File: config.mk
export PLATFORM = sky130hd
export DESIGN_NAME = id_ex_pipe_reg
export DESIGN_NICKNAME = d
export VERILOG_FILES = /design/src/rtl/id_ex_pipe_reg.sv
export SDC_FILE = /design/constraint.sdc
export NUM_CORES = 1
export LEC_CHECK = 0
export BUFFER_PORTS_ARGS = -buffer_cell sky130_fd_sc_hd__buf_2
export CORE_AREA = 2 2 124 126
export CTS_BUF_LIST = sky130_fd_sc_hd__clkbuf_16
export CTS_CLUSTER_DIAMETER = 80
export CTS_CLUSTER_SIZE = 12
export DETAILED_ROUTE_END_ITERATION = 7
export DIE_AREA = 0 0 126 128
export PLACE_DENSITY = 0.71
export REMOVE_ABC_BUFFERS = 1
export SLEW_MARGIN = 20
export SYNTH_ARGS = -nofsm -noshare
export SYNTH_HDL_FRONTEND = slang
export SYNTH_SLANG_ARGS = --single-unit
File: constraint.sdc
create_clock -name clk -period 2.3 [get_ports clk]
set_input_delay 0.575 -clock clk [delete_from_list [all_inputs] [get_ports clk]]
set_output_delay 0.575 -clock clk [all_outputs]
set_load 0.01 [all_outputs]
File: src/rtl/id_ex_pipe_reg.sv
// id_ex_pipe_reg
//   ID/EX pipeline register with the load-use hazard detector.
//   It captures the decoded control fields, operands and register addresses
//   at the end of ID and presents them to EX one cycle later. The register
//   can also hold its contents (freeze) or load a bubble (flush or load-use
//   hazard). A saturating counter records how many bubbles were inserted.
//
// Ports
//   clk, rst_n        rising-edge clock, synchronous active-low reset
//   id_valid, *_in    decoded ID-stage instruction
//   freeze            hold every register (memory stall)
//   flush             taken branch in EX; replace the ID instruction with a bubble
//   *_q, valid_q      registered EX-stage instruction
//   hazard_stall      combinational; hold PC and IF/ID this cycle
//   bubble_cnt        number of bubbles inserted by flush or hazard
module id_ex_pipe_reg #(
  parameter int DATA_W = 32,
  parameter int REG_AW = 5,
  parameter int CNT_W  = 16
) (
  input  logic              clk,
  input  logic              rst_n,
  input  logic              id_valid,
  input  logic [DATA_W-1:0] pc_in,
  input  logic [3:0]        alu_cmd_in,
  input  logic              mem_read_in,
  input  logic              mem_write_in,
  input  logic              wb_en_in,
  input  logic [1:0]        branch_type_in,
  input  logic              is_imm_in,
  input  logic [DATA_W-1:0] val1_in,
  input  logic [DATA_W-1:0] val2_in,
  input  logic [DATA_W-1:0] st_val_in,
  input  logic [REG_AW-1:0] src1_in,
  input  logic [REG_AW-1:0] src2_in,
  input  logic              src2_used_in,
  input  logic [REG_AW-1:0] dest_in,
  input  logic              freeze,
  input  logic              flush,
  output logic [DATA_W-1:0] pc_q,
  output logic [DATA_W-1:0] val1_q,
  output logic [DATA_W-1:0] val2_q,
  output logic [DATA_W-1:0] st_val_q,
  output logic [3:0]        alu_cmd_q,
  output logic              mem_read_q,
  output logic              mem_write_q,
  output logic              wb_en_q,
  output logic              is_imm_q,
  output logic [1:0]        branch_type_q,
  output logic [REG_AW-1:0] dest_q,
  output logic              valid_q,
  output logic              hazard_stall,
  output logic [CNT_W-1:0]  bubble_cnt
);

  logic [DATA_W-1:0] pc_d, val1_d, val2_d, st_val_d;
  logic [3:0]        alu_cmd_d;
  logic              mem_read_d, mem_write_d, wb_en_d, is_imm_d;
  logic [1:0]        branch_type_d;
  logic [REG_AW-1:0] dest_d;
  logic              valid_d;
  logic [CNT_W-1:0]  bubble_cnt_d, bubble_cnt_q;
  logic              ex_is_load;
  logic              src_match;

  // A load to r0 produces nothing to forward, so it can never cause a stall.
  // Bubbles carry valid_q=0, which guarantees the stall lasts one cycle.
  assign ex_is_load   = valid_q & mem_read_q & wb_en_q & (dest_q != '0);
  assign src_match    = (dest_q == src1_in) | (src2_used_in & (dest_q == src2_in));
  assign hazard_stall = rst_n & ex_is_load & id_valid & ~flush & src_match;
  assign bubble_cnt   = bubble_cnt_q;

  always_comb begin
    pc_d          = pc_q;
    val1_d        = val1_q;
    val2_d        = val2_q;
    st_val_d      = st_val_q;
    alu_cmd_d     = alu_cmd_q;
    mem_read_d    = mem_read_q;
    mem_write_d   = mem_write_q;
    wb_en_d       = wb_en_q;
    is_imm_d      = is_imm_q;
    branch_type_d = branch_type_q;
    dest_d        = dest_q;
    valid_d       = valid_q;
    bubble_cnt_d  = bubble_cnt_q;
    if (!freeze) begin
      if (flush || hazard_stall) begin
        pc_d          = '0;
        val1_d        = '0;
        val2_d        = '0;
        st_val_d      = '0;
        alu_cmd_d     = '0;
        mem_read_d    = 1'b0;
        mem_write_d   = 1'b0;
        wb_en_d       = 1'b0;
        is_imm_d      = 1'b0;
        branch_type_d = '0;
        dest_d        = '0;
        valid_d       = 1'b0;
        if (bubble_cnt_q != '1) bubble_cnt_d = bubble_cnt_q + CNT_W'(1);
      end else begin
        pc_d          = pc_in;
        val1_d        = val1_in;
        val2_d        = val2_in;
        st_val_d      = st_val_in;
        alu_cmd_d     = alu_cmd_in;
        is_imm_d      = is_imm_in;
        dest_d        = dest_in;
        valid_d       = id_valid;
        // Side-effecting controls are gated so an empty slot does nothing in EX.
        mem_read_d    = mem_read_in  & id_valid;
        mem_write_d   = mem_write_in & id_valid;
        wb_en_d       = wb_en_in     & id_valid;
        branch_type_d = branch_type_in & {2{id_valid}};
      end
    end
  end

  always_ff @(posedge clk) begin
    if (!rst_n) begin
      pc_q          <= '0;
      val1_q        <= '0;
      val2_q        <= '0;
      st_val_q      <= '0;
      alu_cmd_q     <= '0;
      mem_read_q    <= 1'b0;
      mem_write_q   <= 1'b0;
      wb_en_q       <= 1'b0;
      is_imm_q      <= 1'b0;
      branch_type_q <= '0;
      dest_q        <= '0;
      valid_q       <= 1'b0;
      bubble_cnt_q  <= '0;
    end else begin
      pc_q          <= pc_d;
      val1_q        <= val1_d;
      val2_q        <= val2_d;
      st_val_q      <= st_val_d;
      alu_cmd_q     <= alu_cmd_d;
      mem_read_q    <= mem_read_d;
      mem_write_q   <= mem_write_d;
      wb_en_q       <= wb_en_d;
      is_imm_q      <= is_imm_d;
      branch_type_q <= branch_type_d;
      dest_q        <= dest_d;
      valid_q       <= valid_d;
      bubble_cnt_q  <= bubble_cnt_d;
    end
  end

endmodule
==> flow_summary.ini, run 1 <==
[worst_setup_path]
cp_slowest_stage_delay_ns = 0.39
crit_buf_inv = 1
crit_fanout = 2
worstPathCellList = or3_1 > o311a_1 > nor2b_4 > and2_1 > buf_2
setup.worst_path.class = flop to output pin
arrival_ns = 1.83
cp-start-kind = flop
required_ns = 1.73
critPathTopFamily = simple AND/OR/NAND/NOR gates
endpoint_kind = output pin
cp_slowest_cell = or3_1

[synth]
synth_area_sq_um = 5370
synth_ff_type = dfxtp_1
synth_area_leaders = dfxtp_1 60%, a22o_1 23%, xor2_1 2.6%
ys_types = 38
ys_seq_area_share_pct = 59.7
synthCells = 438
post-synth-top-area-cell = dfxtp_1
avgSynthCellArea_sq_um = 12.3
yosysWarnings = 0
synth.ff_latch_count = 160
yosys.area.top_type_share_pct = 59.7
async_flop_share_pct = 0
synth_edf_count = 0

[final_layout]
antennaDiodeCount = 0
nets = 917
utilization_pct = 52.1
drive_above_1_share_pct = 47.7
syn2layout_area_growth_pct = 44.1
fin_area_sq_um = 7740
fillers = 1376

[global_route]
grt_max_degree = 85
grt_pass1_vias = 4395
grt_pass1_wl_um = 22500
grt_remaining_overflow = 0
grt_use_total_pct = 17.4
grt_antenna_before_repair = 0

[floorplanning]
die_w_um = 126
rows = 45
top_level_ports = 320
start_util_pct = 36.1
die_area_sq_um = 16100
die_h_um = 128
coreArea_sq_um = 14900

[pwr]
pwr-share-comb_pct = 8.8
p_switching_w = 0.00142
power.leakage_nw = 3.91
ir_worst_vdd_v = 0.000457
switching_share_pct = 23.4
power_frac_clock_pct = 42.8
seqPwrFrac_pct = 48.4
p_int_w = 0.00463
p_per_area_nw_per_um2 = 781

[sta]
period_minus_slack_ns = 2.41
slew_headroom_pct = 61.7
fmaxAchievable_ghz = 0.415
tns_ns = -0.109
slew_viol_final = 0
setup_viol = 1
rsz0062_at_grt = yes
hold_violations = 0
holdWs_ns = 0.376
worst_clock_skew_ns = 0.00604
worst_slack_ns = -0.109
fin_crit_sh_pct = 105
tightestPinTransition_ns = 0.569

[placed_design]
hpwl_um = 10500
dp_slack_ns = -0.0419
routabilityCongestion = 0.810
io_buffer_count = 319
placed_area_sq_um = 7180

[clocking]
cts_tree = built
hold_buffers = 0
clk_pin_slew_ns = 0.06
htreeDepth = 4
worstSkewPairLatency_ns = 0.41
numClockSinks = 160
cts_buffer_depth = 2
cts_made_buffers = 17
cts-root-buf = clkbuf_16

[job]
cap_violations = 0

[hold_path]
min_path_type = input port to flop

[detailed_routing]
drt_iter0_markers = 201
vias = 4722
post_drt_via_cell_ratio = 4.93
wl_um = 14700
routedWlPerCell_um = 15.4
drc_errors = 0
dr.pass1.iters = 5
ant_nets = 0

[run_status]
violations = setup timing
outcome = finished, violations left
==> power by group through the flow <==
| stage | registers [W] | clock network, W | logic, W |
|---|---|---|---|
| detailed placement | 0.00298 | 0 | 0.000531 |
| finish | 0.00293 | 0.00259 | 0.000529 |
| global placement | 0.00299 | 0 | 0.000521 |
| global route | 0.00294 | 0.00279 | 0.000573 |
| CTS | 0.00293 | 0.00266 | 0.000533 |
| floorplan | 0.00303 | 0 | 0.000171 |
==> cell usage in the layout (no fill, tap or decap), types with 5 or more instances in the layout <==
| cell | n |
|---|---|
| a22o_1 | 140 |
| a32o_1 | 5 |
| and2_1 | 11 |
| buf_12 | 5 |
| buf_2 | 319 |
| buf_4 | 10 |
| clkbuf_16 | 17 |
| clkinvlp_4 | 5 |
| dfxtp_1 | 160 |
| nand2_1 | 11 |
| xor2_1 | 16 |
==> cells by family after synthesis <==
group | after synthesis | synth area share [%]
multiplexers | 4 | 0.746
adder cells (fa/ha/maj) | 1 | 0.233
XOR/XNOR | 18 | 2.94
AND/OR/NAND/NOR | 61 | 6.83
flip-flops | 160 | 59.7
AO/OA/AOI/OAI | 158 | 25.8
buffers and inverters | 36 | 3.82
==> flip-flops by register name, indices dropped and copies added (netlist names) <==
name	cells
branch_type_q	2
mem_read_q	1
bubble_cnt	16
dest_q	5
st_val_q	32
valid_q	1
mem_write_q	1
alu_cmd_q	4
wb_en_q	1
val1_q	32
pc_q	32
val2_q	32
is_imm_q	1
==> synthesized netlist by cell type (2+ instances only) <==
| cell type | number |
|---|---|
| dfxtp_1 | 160 |
| a22o_1 | 140 |
| clkbuf_1 | 18 |
| xor2_1 | 16 |
| and2_1 | 12 |
| nand2_1 | 11 |
| buf_2 | 8 |
| buf_6 | 6 |
| a32o_1 | 5 |
| and3_1 | 5 |
| nor4_1 | 5 |
| mux2i_1 | 4 |
| nand2b_1 | 4 |
| nand4_1 | 4 |
| a21boi_0 | 3 |
| and4_1 | 3 |
| nand3_1 | 3 |
| nor2_1 | 3 |
| o31ai_1 | 3 |
| inv_1 | 2 |
| nor3b_1 | 2 |
| o21ai_0 | 2 |
| or3_1 | 2 |
| or4_1 | 2 |
| xnor2_1 | 2 |
==> through the flow <==
stage               power, W  std cells
floorplan            0.00320        404
global placement     0.00351        925
detailed placement   0.00351        925
CTS                  0.00612        957
global route         0.00630        958
finish               0.00604        958
==> worst register-to-register path, stage by stage (launching register included) <==
cell and delay [ns]:
dfxtp_1 0.30, or3_1 0.39, o311a_1 0.32, nor2b_4 0.14, a21oi_4 0.22, and3_4 0.27, buf_12 0.27, a22o_1 0.23
==> final timing paths <==
kind                            startpoint                            end  slack (ns)  depth (start not counted)
min                              pc_in[11]          pc_q[11]$_SDFFE_PN0N_        0.38                          2
max                 dest_q[4]$_SDFFE_PN0N_                   hazard_stall       -0.11                          5
min reg2reg  branch_type_q[1]$_SDFFE_PN0N_  branch_type_q[1]$_SDFFE_PN0N_        0.46                          1
max reg2reg         dest_q[4]$_SDFFE_PN0N_      st_val_q[11]$_SDFFE_PN0N_        0.10                          7
==> repair_timing <==
item / in CTS / in global routing
setup endpoints to repair: 1 / 1
pin swaps: 0 / 1
resized for setup: 1 / 0
setup buffers: 0 / 1
==> final cells by class <==
class / instances / area [sq um] / area share [%]
Sequential cell: 160 / 3200 / 41.4
Multi-Input combinational cell: 242 / 1970 / 25.5
Tap cell: 188 / 235 / 3.04
Inverter: 2 / 7.51 / 0.0970
Clock inverter: 15 / 121 / 1.57
Clock buffer: 17 / 425 / 5.50
Timing Repair Buffer: 334 / 1770 / 22.9
==> routing by layer <==
metal / GRT usage, % / wire length, um / vias up
met5: 0 / 0 / -
met4: 6.46 / 238 / 0
met1: 21.4 / 6290 / 2192
li1: - / - / 2313
met2: 28.8 / 7200 / 197
met3: 5.43 / 1010 / 20
(Power assumes the default switching activity.)
==> run 2, diff against run 1 <==
==> constraint.sdc (replaced) <==
create_clock -name clk -period 2.3 [get_ports clk]
set_input_delay 0.46 -clock clk [delete_from_list [all_inputs] [get_ports clk]]
set_output_delay 0.46 -clock clk [all_outputs]
set_load 0.01 [all_outputs]
==> run 2 against run 1 <==
The run now ends clean. First-iteration DRC count grew 49%. Largest cell class unchanged. Critical endpoint unchanged. Utilization grew 1.2 points. Final cell count grew 0.84%.
==> flow_summary.ini, run 2 (same netlist as run 1, synthesis figures left out) <==
[global_route]
grt_use_total_pct = 17.9
grt_max_degree = 82
grt_remaining_overflow = 0
grt_pass1_vias = 4568
grt_antenna_before_repair = 0
grt_pass1_wl_um = 23400

[placed_design]
io_buffer_count = 319
routabilityCongestion = 0.798
hpwl_um = 10500

[final_layout]
final_cell_mix = 320 x buf_2, 157 x dfxtp_1, 139 x a22o_1
multi_input_area_sq_um = 1990
fillers = 1358
regArea_sq_um = 3210
antennaDiodeCount = 0
layout_commonest_cell = buf_2
syn2layout_area_growth_pct = 47.4
nets = 925
drive_above_1_share_pct = 49.4

[floorplanning]
die_w_um = 126
coreArea_sq_um = 14900
start_util_pct = 36.1
rows = 45
die_area_sq_um = 16100
top_level_ports = 320
die_h_um = 128

[worst_setup_path]
required_ns = 1.84
cp-start-kind = flop
crit_buf_inv = 1
worstPathCellList = or3_4 > o311a_1 > nor2b_4 > and2_1 > buf_2
cp_slowest_cell = or3_4
crit_fanout = 3
r2r_slack_ns = 0.08
cp_num_cells = 5
setup.worst_path.class = flop to output pin
critPathTopFamily = simple AND/OR/NAND/NOR gates
endpoint_kind = output pin
cp_slowest_stage_delay_ns = 0.38
arrival_ns = 1.83
r2r_cells = 8

[detailed_routing]
vias = 4847
drt_iter0_markers = 300
post_drt_via_cell_ratio = 5.02
wl_um = 16000
ant_nets = 0
drc_errors = 0
dr.pass1.iters = 5
routedWlPerCell_um = 16.5

[sta]
tightestPinTransition_ns = 0.636
holdWs_ns = 0.260
period_minus_slack_ns = 2.29
tns_ns = 0
hold_violations = 0
worst_clock_skew_ns = 0.00882
setup_viol = 0
fin_crit_sh_pct = 99.5
slew_headroom_pct = 57.3
rsz0062_at_grt = yes
fmaxAchievable_ghz = 0.437
slew_viol_final = 0

[clocking]
worstSkewPairLatency_ns = 0.41
clk_pin_slew_ns = 0.07
hold_buffers = 0
cts_made_buffers = 17
cts_buffer_depth = 2
cts_tree = built
cts-root-buf = clkbuf_16
numClockSinks = 160
htreeDepth = 4

[hold_path]
whs_path_depth = 2
min_path_type = input port to flop

[pwr]
p_per_area_nw_per_um2 = 763
ir_worst_vdd_v = 0.000467
power.leakage_nw = 4.00
power_w = 0.00604

[job]
cap_violations = 0

[run_status]
outcome = complete, no violations
run 2: cell types whose count changed in the layout (fill, tap and decap cells not counted), sizes merged:
cell	previous run	this run
bufinv	1	0
clkinv	4	5
clkinvlp	5	3
clkbuf	17	21
buf	334	338
inv	7	9
run 2: report_power, final:
group / switching [W] / internal, W
clock network: 0.00116 / 0.00139
registers: 0.0000554 / 0.00287
logic: 0.000269 / 0.000295
total: 0.00148 / 0.00456
run 2: per-layer routing:
layer	global-route usage [%]	vias to the layer above	part of all wire [%]
met3	6.01	13	7.7
met1	21.5	2286	42
met4	5.24	0	0.98
met2	30.8	219	49
li1	-	2329	-
met5	0	-	0
run 2: stage by stage:
stage	cell area [sq um]	util [%]	cells	worst slack, ns
after detailed placement	7150	48.1	924	-0.0148
after floorplan	5170	-	404	-2.07
after CTS	7720	52.0	958	-0.0534
after global routing	7910	53.2	966	-0.0509
after global placement	7150	48.1	923	-0.184
final	7910	53.2	966	0.0106
run 2: timing repair:
| action | 4_1_cts | 5_1_grt |
|---|---|---|
| gates resized for setup | 6 | 5 |
| setup endpoints to repair | 22 | 145 |
| buffers inserted | 2 | 3 |
| gates cloned | 0 | 5 |
| pin swaps | 2 | 3 |
run 2: area by class of cell:
cell class              instances  share of cell area [%]
clock buffers                  17                    5.38
well taps                     188                    2.97
repair buffers                342                    24.4
multi-input cells             242                    25.2
flip-flops and latches        160                    40.6
inverters                       2                  0.0949
clock inverters                15                    1.39
run 2: worst register-to-register path, stage by stage (launching register included):
cell and delay, ns:
dfxtp_2 0.33, or3_4 0.38, o311a_1 0.31, nor2b_4 0.14, a21oi_4 0.23, and3_4 0.26, buf_12 0.14, clkbuf_16 0.20
a32o_1 0.18
run 2: worst paths after layout:
check                                        to                          start
setup / recovery                   hazard_stall         dest_q[4]$_SDFFE_PN0N_
hold / removal        alu_cmd_q[2]$_SDFFE_PN0N_                  alu_cmd_in[2]
setup reg to reg        mem_read_q$_SDFFE_PN0N_         dest_q[4]$_SDFFE_PN0N_
hold reg to reg   branch_type_q[0]$_SDFFE_PN0N_  branch_type_q[0]$_SDFFE_PN0N_
